File: src/rtl/router_output_arbiter.sv
`default_nettype none
// ============================================================================
// Module      : router_output_arbiter
// Description : Output-port arbiter for a mesh router. It picks one requester
//               per cycle whose head-flit VC matches the current phase, and
//               forwards that requester's flit through a one-cycle register
//               stage together with its VC and a running flit count.
//               Define ROUTER_ARB_ROUND_ROBIN_EN for round-robin arbitration.
//               Leave it undefined for fixed priority, where the lowest
//               eligible index wins.
// Revision    : 1.0 - initial release
// ============================================================================
module router_output_arbiter #(
    parameter int DATA_W = 64,
    parameter int NREQ   = 5
) (
    input  logic                   clk,
    input  logic                   reset,
    input  logic                   polarity,
    input  logic [NREQ-1:0]        req,
    input  logic [NREQ-1:0]        req_vc,
    input  logic [NREQ*DATA_W-1:0] data_in,
    input  logic                   out_ready,
    output logic [NREQ-1:0]        grant,
    output logic                   send_out,
    output logic [DATA_W-1:0]      data_out,
    output logic                   vc_out,
    output logic [15:0]            flit_cnt
);

    localparam int              PTR_W  = (NREQ > 1) ? $clog2(NREQ) : 1;
    localparam logic [PTR_W-1:0] c_LAST = PTR_W'(NREQ - 1);

    logic [NREQ-1:0]   w_eligible;
    logic              w_any;
    logic [PTR_W-1:0]  w_win;
    logic [DATA_W-1:0] w_data;

    logic              r_send;
    logic [DATA_W-1:0] r_data;
    logic              r_vc;
    logic [15:0]       r_cnt;

    // A requester competes only when its head flit sits on the active VC.
    assign w_eligible = req & ~(req_vc ^ {NREQ{polarity}});

`ifdef ROUTER_ARB_ROUND_ROBIN_EN
    localparam logic [PTR_W:0] c_NREQ_W = (PTR_W + 1)'(NREQ);

    logic [PTR_W-1:0] r_ptr;
    logic [PTR_W:0]   w_sum;

    // Round-robin search: scan upward from the pointer and wrap past NREQ-1.
    always_comb begin
        w_any = 1'b0;
        w_win = '0;
        w_sum = '0;
        if (reset && out_ready) begin
            for (int k = 0; k < NREQ; k++) begin
                w_sum = {1'b0, r_ptr} + (PTR_W + 1)'(k);
                if (w_sum >= c_NREQ_W) begin
                    w_sum = w_sum - c_NREQ_W;
                end
                if (!w_any && w_eligible[w_sum[PTR_W-1:0]]) begin
                    w_any = 1'b1;
                    w_win = w_sum[PTR_W-1:0];
                end
            end
        end
    end

    // The pointer moves only on a grant, to one past the winner.
    always_ff @(posedge clk) begin
        if (!reset) begin
            r_ptr <= '0;
        end else if (w_any) begin
            r_ptr <= (w_win == c_LAST) ? '0 : w_win + 1'b1;
        end
    end
`else
    // Fixed-priority search: the lowest eligible index wins.
    always_comb begin
        w_any = 1'b0;
        w_win = '0;
        if (reset && out_ready) begin
            for (int k = 0; k < NREQ; k++) begin
                if (!w_any && w_eligible[k]) begin
                    w_any = 1'b1;
                    w_win = PTR_W'(k);
                end
            end
        end
    end
`endif

    // Decode the winner into a one-hot grant and select its flit.
    always_comb begin
        grant  = '0;
        w_data = '0;
        for (int i = 0; i < NREQ; i++) begin
            if (w_any && (w_win == PTR_W'(i))) begin
                grant[i] = 1'b1;
                w_data   = data_in[i*DATA_W +: DATA_W];
            end
        end
    end

    // Output stage: register the granted flit. Idle cycles drive zeros.
    always_ff @(posedge clk) begin
        if (!reset) begin
            r_send <= 1'b0;
            r_data <= '0;
            r_vc   <= 1'b0;
            r_cnt  <= '0;
        end else if (w_any) begin
            r_send <= 1'b1;
            r_data <= w_data;
            r_vc   <= polarity;
            r_cnt  <= r_cnt + 16'd1;
        end else begin
            r_send <= 1'b0;
            r_data <= '0;
            r_vc   <= 1'b0;
        end
    end

    assign send_out = r_send;
    assign data_out = r_data;
    assign vc_out   = r_vc;
    assign flit_cnt = r_cnt;

endmodule
`default_nettype wire

File: config.mk
export PLATFORM = sky130hd
export DESIGN_NAME = router_output_arbiter
export DESIGN_NICKNAME = d
export VERILOG_FILES = /design/src/rtl/router_output_arbiter.sv
export SDC_FILE = /design/constraint.sdc
export NUM_CORES = 1
export LEC_CHECK = 0
export CORE_AREA = 2 2 162 164
export CTS_BUF_LIST = sky130_fd_sc_hd__clkbuf_16
export DETAILED_ROUTE_END_ITERATION = 8
export DIE_AREA = 0 0 164 166
export PLACE_DENSITY = 0.58
export SLEW_MARGIN = 10
export SYNTH_ARGS = -nofsm -noshare
export SYNTH_HDL_FRONTEND = slang
export SYNTH_SLANG_ARGS = --single-unit
File: constraint.sdc
create_clock -name clk -period 2.5 [get_ports clk]
set_input_delay 0.5 -clock clk [delete_from_list [all_inputs] [get_ports clk]]
set_output_delay 0.5 -clock clk [all_outputs]
set_load 0.03 [all_outputs]
==> results.md <==
* Fin area at 10600 µm²
* CP max FO at 3
* Area Overhead vs Synth at 99.9%
* Worst path required time at 2.00 ns
* Critical Path Source: reset
* Min Tclk post-route at 2.41 ns
* I/O Buffers at 420
* Pin count of the biggest net entering global routing at 51
* Cell Rows at 59
* Finish-stage setup viols at 0
* Max Clock Skew at 0.00939 ns
* Num CTS Buffers at 9
* Syn Nets at 1011
* Maximum ir drop on the vdd rail at 203 µV
* Most common cell after layout, fill and taps aside: clkdlybuf4s50_1
* Main synth FF type: dfxtp_1
* Synth Warn # at 0
* Die area at 27200 µm²
* Post-cts hold buffer count at 0
* Clock sink count at 82
* PwrDens at 416 nW/µm²
* Worst setup SP type: input pin
* Leakage at 0.00369 µW
* Distinct cell type count after synthesis at 48
* Share of synthesized registers carrying an async set or reset at 0
* Setup crit end kind: primary output
* Hold Crit Start: flit_cnt[15]
* GRT Util Overall at 0.206
* Number of flops mapped to enable cells by yosys at 0
* Status: completed
* Die extent in y at 166 µm
* Initial antenna violation count at 4
* CTS max path bufs at 2
* Gr ovfl total at 0
* First-pass GRT wire length at 42700 µm
* Final period utilization at 0.965
* WL final at 29700 µm
* Reg area at 1640 µm²
* Initial core utilization at 0.206
* Hold Fails Final Rpt at 0
* Syn_area_per_cell at 7.81 µm²
* MaxCap Viol Count at 0
* Vias in the first global route at 7109
* WP data arrival at 1.91 ns
* CTS tree: yes
* Area of the multi-input gates at 3290 µm²
* DP Area at 10200 µm²
* Htree depth at 3
* Core Box Area at 25600 µm²
* Root Buffer: clkbuf_16
* Post-DP HPWL at 22800 µm
* F_max at 414 MHz
* RR Startpoint: flit_cnt[3]
* Mapped cell area at 5280 µm²
* Share of cells above drive strength 1 at 0.0955
* GPL Wtd Cong at 0.846
* Drt pass-1 iters at 5
* Via density at 5.08
* Dpl cells at 1412
* #FFs+latches synth at 82
* Slew @ Worst Pin at 0.951 ns
* Boundary Pins at 421
* Drt wl/cell at 20.7 µm
* Fillers at 2624
* RSZ-0062 raised after global routing: no
* Most frequent cells in the layout: clkdlybuf4s50_1, dfxtp_1, a21oi_1, nand2_1, buf_4
* Reg clk slew, reported paths at 0.07 ns
* Skew-Pair Late Insertion Delay at 0.35 ns
* Worst hold-check path type: register to register
* Worst slew margin at 0.365
* First-iteration detailed-routing DRC count at 570
* Post-route insts no fill at 1438
* Max Slew Vio Count at 0
* Net count, final at 1429
* DRC errors left at 0
* Register area share after synthesis at 0.311
* Crit Path Class: input pin to primary output
* Final ANT Viol Nets at 0
* Via count at 7311
* Die width at 164 µm
* Cells after Synth at 676
## worst paths after layout
path                                     end  slack, ns  cells past startpoint
worst max-delay path                grant[3]       0.09                      6
worst min-delay path            flit_cnt[15]       0.50                      2
worst max register to register  flit_cnt[15]       0.66                      5
worst min register to register  flit_cnt[15]       0.50                      2
## logic make-up after synthesis
family                   count (synthesis)  synth area share
adder cells (fa/ha/maj)                  1           0.00237
AO/OA/AOI/OAI                          332             0.436
AND/OR/NAND/NOR                        170             0.162
XOR/XNOR                                 3           0.00640
flip-flops                              82             0.311
multiplexers                             1           0.00189
buffers and inverters                   87            0.0805
## layer usage
layer | up-vias | routed length, µm | global-route usage
li1 | 3463 | - | -
met1 | 3410 | 11400 | 0.238
met2 | 399 | 15200 | 0.370
met3 | 39 | 2450 | 0.0470
met4 | 0 | 723 | 0.0664
met5 | - | 0 | 0
## Yosys cell counts, types with 9 or more instances
cell type | count | area (µm²)
nand2_1 | 67 | 251
clkbuf_1 | 34 | 128
a21oi_1 | 78 | 390
dfxtp_1 | 82 | 1640
a22oi_1 | 36 | 270
a21o_1 | 56 | 420
a31oi_1 | 28 | 175
nand3_1 | 36 | 180
a32oi_1 | 36 | 315
or4_1 | 9 | 67.6
o31ai_1 | 10 | 75.1
buf_2 | 28 | 140
buf_4 | 11 | 82.6
a22o_1 | 36 | 315
o21ai_1 | 41 | 205
nand4_1 | 31 | 194
## through the flow
stage | hold slack, ns | setup slack (ns) | power, µW | util | TNS [ns]
final | 0.499 | 0.0865 | 4400 | 0.412 | 0
after global routing | 0.542 | 0.00672 | 4580 | 0.412 | 0
after global placement | 0.479 | -0.276 | 2910 | 0.396 | -14.85
after floorplan | 0.598 | 0.103 | 1980 | - | 0
after CTS | 0.495 | 0.0248 | 4460 | 0.412 | 0
after detailed placement | 0.485 | -0.318 | 2910 | 0.396 | -15.86
## flip-flops by register name (all words and copies together), names as in the netlist
signal / flops
data_out: 64
vc_out: 1
flit_cnt: 16
send_out: 1
## worst max-delay path, cell delays in order
cell	delay, ns
clkdlybuf4s50_1	0.49
and2_4	0.19
o21ai_4	0.07
nand4b_1	0.31
nor2_1	0.18
buf_4	0.18
## report_power, final
part	switching (µW)	total, µW	leakage [µW]	internal (µW)
Clock	631	1510	0.000155	878
Sequential	22.4	1390	0.000667	1370
Combinational	663	1500	0.00287	832
Total	1320	4400	0.00369	3080
## cell type report
class / count / share of cell area
Inverter: 7 / 0.00249
Antenna cell: 4 / 0.000948
Clock buffer: 9 / 0.0213
Clock inverter: 7 / 0.00877
Tap cell: 335 / 0.0397
Timing Repair Buffer: 487 / 0.459
Multi-Input combinational cell: 507 / 0.312
Sequential cell: 82 / 0.155
## what timing repair did
| action | CTS | global route |
|---|---|---|
| cloned | 0 | 0 |
| pin swaps | 6 | 2 |
| resized for setup | 15 | 1 |
| setup buffers | 6 | 0 |
| setup endpoints to repair | 4 | 2 |
No activity file was read; power rests on OpenSTA's default activity.
==> edit 1, RTL diff (same settings) <==
Add a define of `ROUTER_ARB_ROUND_ROBIN_EN`.
--- a/src/rtl/router_output_arbiter.sv
+++ b/src/rtl/router_output_arbiter.sv
@@ -10,6 +10,8 @@
 //               eligible index wins.
 // Revision    : 1.0 - initial release
 // ============================================================================
+`define ROUTER_ARB_ROUND_ROBIN_EN
+
 module router_output_arbiter #(
     parameter int DATA_W = 64,
     parameter int NREQ   = 5
Behaviour: not the same (Yosys sat finds a counterexample within 4 cycles, from zero or initial values and one cycle with reset low).
==> edit 1 against the original RTL <==
The flow now finishes with violations (negative setup slack). Die area unchanged. Power grew to 4.2 times the old value. Global-route usage grew 7.8 points. Highest routed layer unchanged. Clock skew grew 0.0014 ns. Final area rose by 55%. Synthesized area up 34%. Routed wire length rose by 45%. Worst setup slack worse by 2.2 ns. Sequential share of layout area shrank 5.1 points. Sequential cell count grew 3. Core utilization up 23 points. Count of clock-buffer cells in the layout is the same. Largest power group is now combinational logic. Largest cell class unchanged. Sequential power grew 40%. First-iteration DRC count is 21% higher.
==> edit 1: results (changes against the original RTL) <==
* Ys async rst share at 0% (unchanged)
* CP max-delay cell: or4_4
* Post-DP HPWL at 29620 µm (+30%)
* Routability cong. at 0.9536 (+13%)
* Clk buf depth at 2 (unchanged)
* Place WS at -2.154 ns (-1.836 ns)
* Antenna violations before repair at 4 (unchanged)
* Clock Power at 1.31 mW (-13%)
* Syn nets at 1221 (+21%)
* Placed insts at 1712 (+21%)
* Adder-cell share of the synthesized area at 2.403% (+2.2 points)
* Seq/Total Area, Yosys at 24.03% (-7.0 points)
* Setup Viol. Count Final at 90 (+90)
* Initial DRC Count at 687 (+21%)
* Post-DP Area at 0.01320 mm² (+30%)
* R2R cell count at 23 (+18)
* Hold path start: flit_cnt[1]$_SDFFE_PN0P_
* Largest net degree at the start of global routing at 40 (-22%)
* Synth top cells by count: dfxtp_1 (85), clkbuf_1 (76), inv_1 (52), a21oi_1 (50), nand3_1 (47)
* Number of global-route vias before repair at 9867 (+39%)
* Combinational Power Share at 82.4% (+48 points)
* Critical Path End: grant[0]
* First-pass GRT wire length at 58800 µm (+38%)
* Critical Path Fanout Max at 5 (+2)
* Worst hold endpoint: flit_cnt[1]$_SDFFE_PN0P_
* Overall power at 18.45 mW (+320%)
* Post-synthesis xor/xnor area fraction at 2.474% (+1.8 points)
* Clock skew at 0.01076 ns (+0.001368 ns)
* Run status: complete, but fails checks
* Netlist cell types at 68 (+42%)
* WHS Path Cells at 2 (unchanged)
* Leakage at 5.910 nW (+60%)
* Max rail drop VDD at 0.5577 mV (+170%)
* Family with the most delay on the worst path: simple AND/OR/NAND/NOR gates
* Total negative slack at -154.27 ns (-154.27 ns)
* Total CTS buffers at 9 (unchanged)
* Non-filler cells, final at 1814 (+26%)
* Post_cts resized at 195 (+180)
* Critical path launch point: r_ptr[1]$_SDFFE_PN0P_
* Mux cell area share after synthesis at 4.718% (+4.5 points)
* Net Switching at 8.512 mW (+550%)
* Compound-Gate Fraction of Synth Area at 38.61% (-4.9 points)
* Final hold slack at 0.4927 ns (-0.006283 ns)
* DR pass1 iterations at 5 (unchanged)
* Setup Buffers After CTS at 33 (+27)
* Avg Cell Area, Syn at 8.101 µm² (+3.7%)
* Via count at 10200 (+40%)
* Worst hold path type: register to register
* Worst path arrival time at 4.08 ns (+2.17 ns)
* Drt wl/cell at 23.71 µm (+15%)
* Failing checks: negative setup slack
* Setup slack, reg-to-reg at -2.04 ns (-2.70 ns)
* Area contributors post-synth: dfxtp_1 (24%), o2111a_1 (6.0%), a2bb2oi_1 (4.6%)
* Total track usage at 28.34% (+7.8 points)
* H-tree Lvls at 3 (unchanged)
* Worst path max stage delay at 0.42 ns (-0.07 ns)
* Reg-to-Reg End: data_out[63]$_SDFF_PN0_
* Layout cells sized above 1 at 34.64% (+25 points)
* Tightest Pin Transition at 0.5448 ns (-0.4059 ns)
* Final setup margin at -2.076 ns (-2.163 ns)
==> edit 1: cell type report <==
type | instances | area [µm²]
Clock inverter | 7 | 35.03
Antenna cell | 4 | 10.01
Clock buffer | 9 | 225.2
Sequential cell | 85 | 1709
Timing Repair Buffer | 685 | 7228
Tap cell | 335 | 419.2
Multi-Input combinational cell | 634 | 6469
Fill cell | 2066 | 9244
Inverter | 55 | 276.5
==> edit 1: layer usage <==
| metal | track usage, % | part of all wire, % | up-vias | wire [µm] |
|---|---|---|---|---|
| met5 | 0 | 0 | - | 0 |
| met2 | 46.80 | 48 | 444 | 20650 |
| met4 | 13.20 | 5.0 | 0 | 2149 |
| met1 | 34.66 | 39 | 4948 | 16830 |
| met3 | 6.618 | 7.9 | 110 | 3384 |
| li1 | - | - | 4700 | - |
==> edit 1: worst min-delay path, delay by kind of cell (launching register included) <==
family / cells / cell delay [ns]
compound gates: 1 / 0.05
flops: 1 / 0.34
simple gates: 1 / 0.06
==> edit 2, RTL diff (config.mk and constraints unchanged) <==
Without the edit above. Register the output `flit_cnt` once more; this adds one clock of latency there. The other outputs are not delayed to match.
--- a/src/rtl/router_output_arbiter.sv
+++ b/src/rtl/router_output_arbiter.sv
@@ -127,7 +127,9 @@
     assign send_out = r_send;
     assign data_out = r_data;
     assign vc_out   = r_vc;
-    assign flit_cnt = r_cnt;
+    always_ff @(posedge clk) begin
+        flit_cnt <= r_cnt;
+    end
 
 endmodule
 `default_nettype wire
Formal check against the unedited RTL: not equivalent (a bounded check fails within 4 cycles, from zero or initial values and one cycle with reset low).
==> edit 2 against the original RTL <==
Sequential share of layout area grew 2.3 points. Register-to-register slack gained 0.06 ns. Non-clock buffer count grew 5. Synthesized area grew 6.8%. Routed wire length shrank 1.5%. Via count shrank 2.9%. Largest cell class unchanged. Sequential cell count grew 16. Worst setup slack lost 0.020 ns. Final area grew 3.9%. Highest routed layer unchanged. Synthesized cell count shrank 5.9%. Power grew 3.1%. Cell count shrank 2.2%. Count of clock-buffer cells in the layout is the same.
==> edit 2: results (changes against the original RTL) <==
* Critical Path Fanout Max at 3 (unchanged)
* Area contributors post-synth: dfxtp_1 (35%), a221oi_2 (11%), a21oi_1 (6.7%)
* Ys async rst share at 0% (unchanged)
* Fillers at 2579 (-1.7%)
* Non-filler cells, final at 1406 (-2.2%)
* GR Layer Usage met3 at 5.819% (+1.1 points)
* Max rail drop VDD at 0.2969 mV (+46%)
* Total track usage at 20.52% (-0.059 points)
* Worst path max stage delay at 0.46 ns (-0.03 ns)
* DR pass1 iterations at 5 (unchanged)
* Setup slack, reg-to-reg at 0.72 ns (+0.06 ns)
* Layout cells sized above 1 at 13.93% (+4.4 points)
* Worst hold path type: register to register
* Worst path arrival time at 1.93 ns (+0.02 ns)
* Netlist cell types at 49 (+2.1%)
* Ys Warns at 0 (unchanged)
* Leakage at 3.768 nW (+2.1%)
* CTS root buf: clkbuf_16
* M1 GR Usage at 24.45% (+0.61 points)
* Worst-skew pair later-pin latency at about 0.36 ns
* Initial DRC Count at 531 (-6.8%)
* Place WS at -0.2129 ns (+0.1049 ns)
* Port Buf Inserts at 420 (unchanged)
* Clock skew at 0.005928 ns (-0.003462 ns)
* First-pass GRT wire length at 42380 µm (-0.86%)
* CTS clk-pin slew, worst paths at ~0.080 ns
* H-tree Lvls at 3 (unchanged)
* Grt met2 use at 35.26% (-1.8 points)
* Via count at 7097 (-2.9%)
* Final setup margin at 0.06606 ns (-0.02046 ns)
* Max FFs per register at 64 (unchanged)
* Total CTS buffers at 9 (unchanged)
* Final hold slack at 0.3831 ns (-0.1159 ns)
* TritonCTS Sinks at 98 (+20%)
* Tightest Pin Transition at 0.5526 ns (-0.3981 ns)
* Post-DP HPWL at 22240 µm (-2.3%)
* CP max-delay cell: clkdlybuf4s50_1
* Seq/Total Area, Yosys at 34.77% (+3.7 points)
* Run status: completed
* Antenna violations before repair at 1 (-3)
* Routability cong. at 0.8786 (+3.9%)
* Clk buf depth at 2 (unchanged)
* Syn nets at 971 (-4.0%)
* Synth top cells by count: dfxtp_1 (98), a21oi_1 (76), nand2_1 (75), clkbuf_1 (44), a221oi_2 (41)
* Avg Cell Area, Syn at 8.873 µm² (+14%)
* Largest net degree at the start of global routing at 34 (-33%)
* Final wirelength at 29280 µm (-1.5%)
[edit 2: changes by cell type after synthesis, moves of 27 or more]
cell	before	now
a21o_1	56	29
a22oi_1	36	1
nand3_1	36	9
nand4b_1	1	29
a31oi_1	28	0
a221oi_2	1	41
[edit 2: worst max-delay path, delay by kind of cell]
kind / cells / cell delay [ns]
simple gates: 1 / 0.14
buf+inv: 3 / 0.71
compound gates: 2 / 0.58
[edit 2: routing by layer]
layer	part of all wire, %	vias to the layer above
met5	0	-
met4	2.5	0
li1	-	3357
met3	9.3	40
met2	49	373
met1	40	3327
[edit 2: final cells by class]
type	count	area share, %
antenna	1	0.02282
clock buffer	9	2.054
clock inverter	7	0.7188
inverter	9	0.3309
multi-input combinational	455	30.51
sequential	98	17.89
tap	335	3.822
timing repair buffer	492	44.65
[edit 2: cell families after synthesis]
kind of cell | share of synthesized area, %
XOR/XNOR | 0.7540
AO/OA/AOI/OAI | 41.77
AND/OR/NAND/NOR | 14.74
flip-flops | 34.77
multiplexers | 1.086
adder cells (fa/ha/maj) | 0.2217
buffers and inverters | 6.652
[edit 2: stage by stage]
stage	cell area, µm²	TNS, ns
6_report	10970	0
2_1_floorplan	5643	0
3_3_place_gp	10570	-5.359
3_5_place_dp	10570	-8.159
4_1_cts	10950	0
5_1_grt	10960	-0.01537
[edit 2: power by group]
part           switching (mW)  total (mW)  internal, mW
Combinational           0.624        1.42         0.800
Sequential             0.0191        1.64          1.62
Clock                   0.757        1.47         0.713
Total                    1.40        4.53          3.13
[edit 2: what timing repair did]
action / CTS / global route
resized for setup: 7 / 2
setup buffers: 8 / 1
pin swaps: 4 / 2
setup endpoints to repair: 4 / 4
[edit 2: path summary, 6_finish.rpt]
kind | cells past startpoint | from | to
max reg2reg | 5 | r_cnt[3]$_SDFFE_PN0P_ | r_cnt[15]$_SDFFE_PN0P_
min reg2reg | 0 | r_cnt[15]$_SDFFE_PN0P_ | flit_cnt[15]$_DFF_P_
min | 0 | r_cnt[15]$_SDFFE_PN0P_ | flit_cnt[15]$_DFF_P_
max | 6 | req[0] | grant[4]
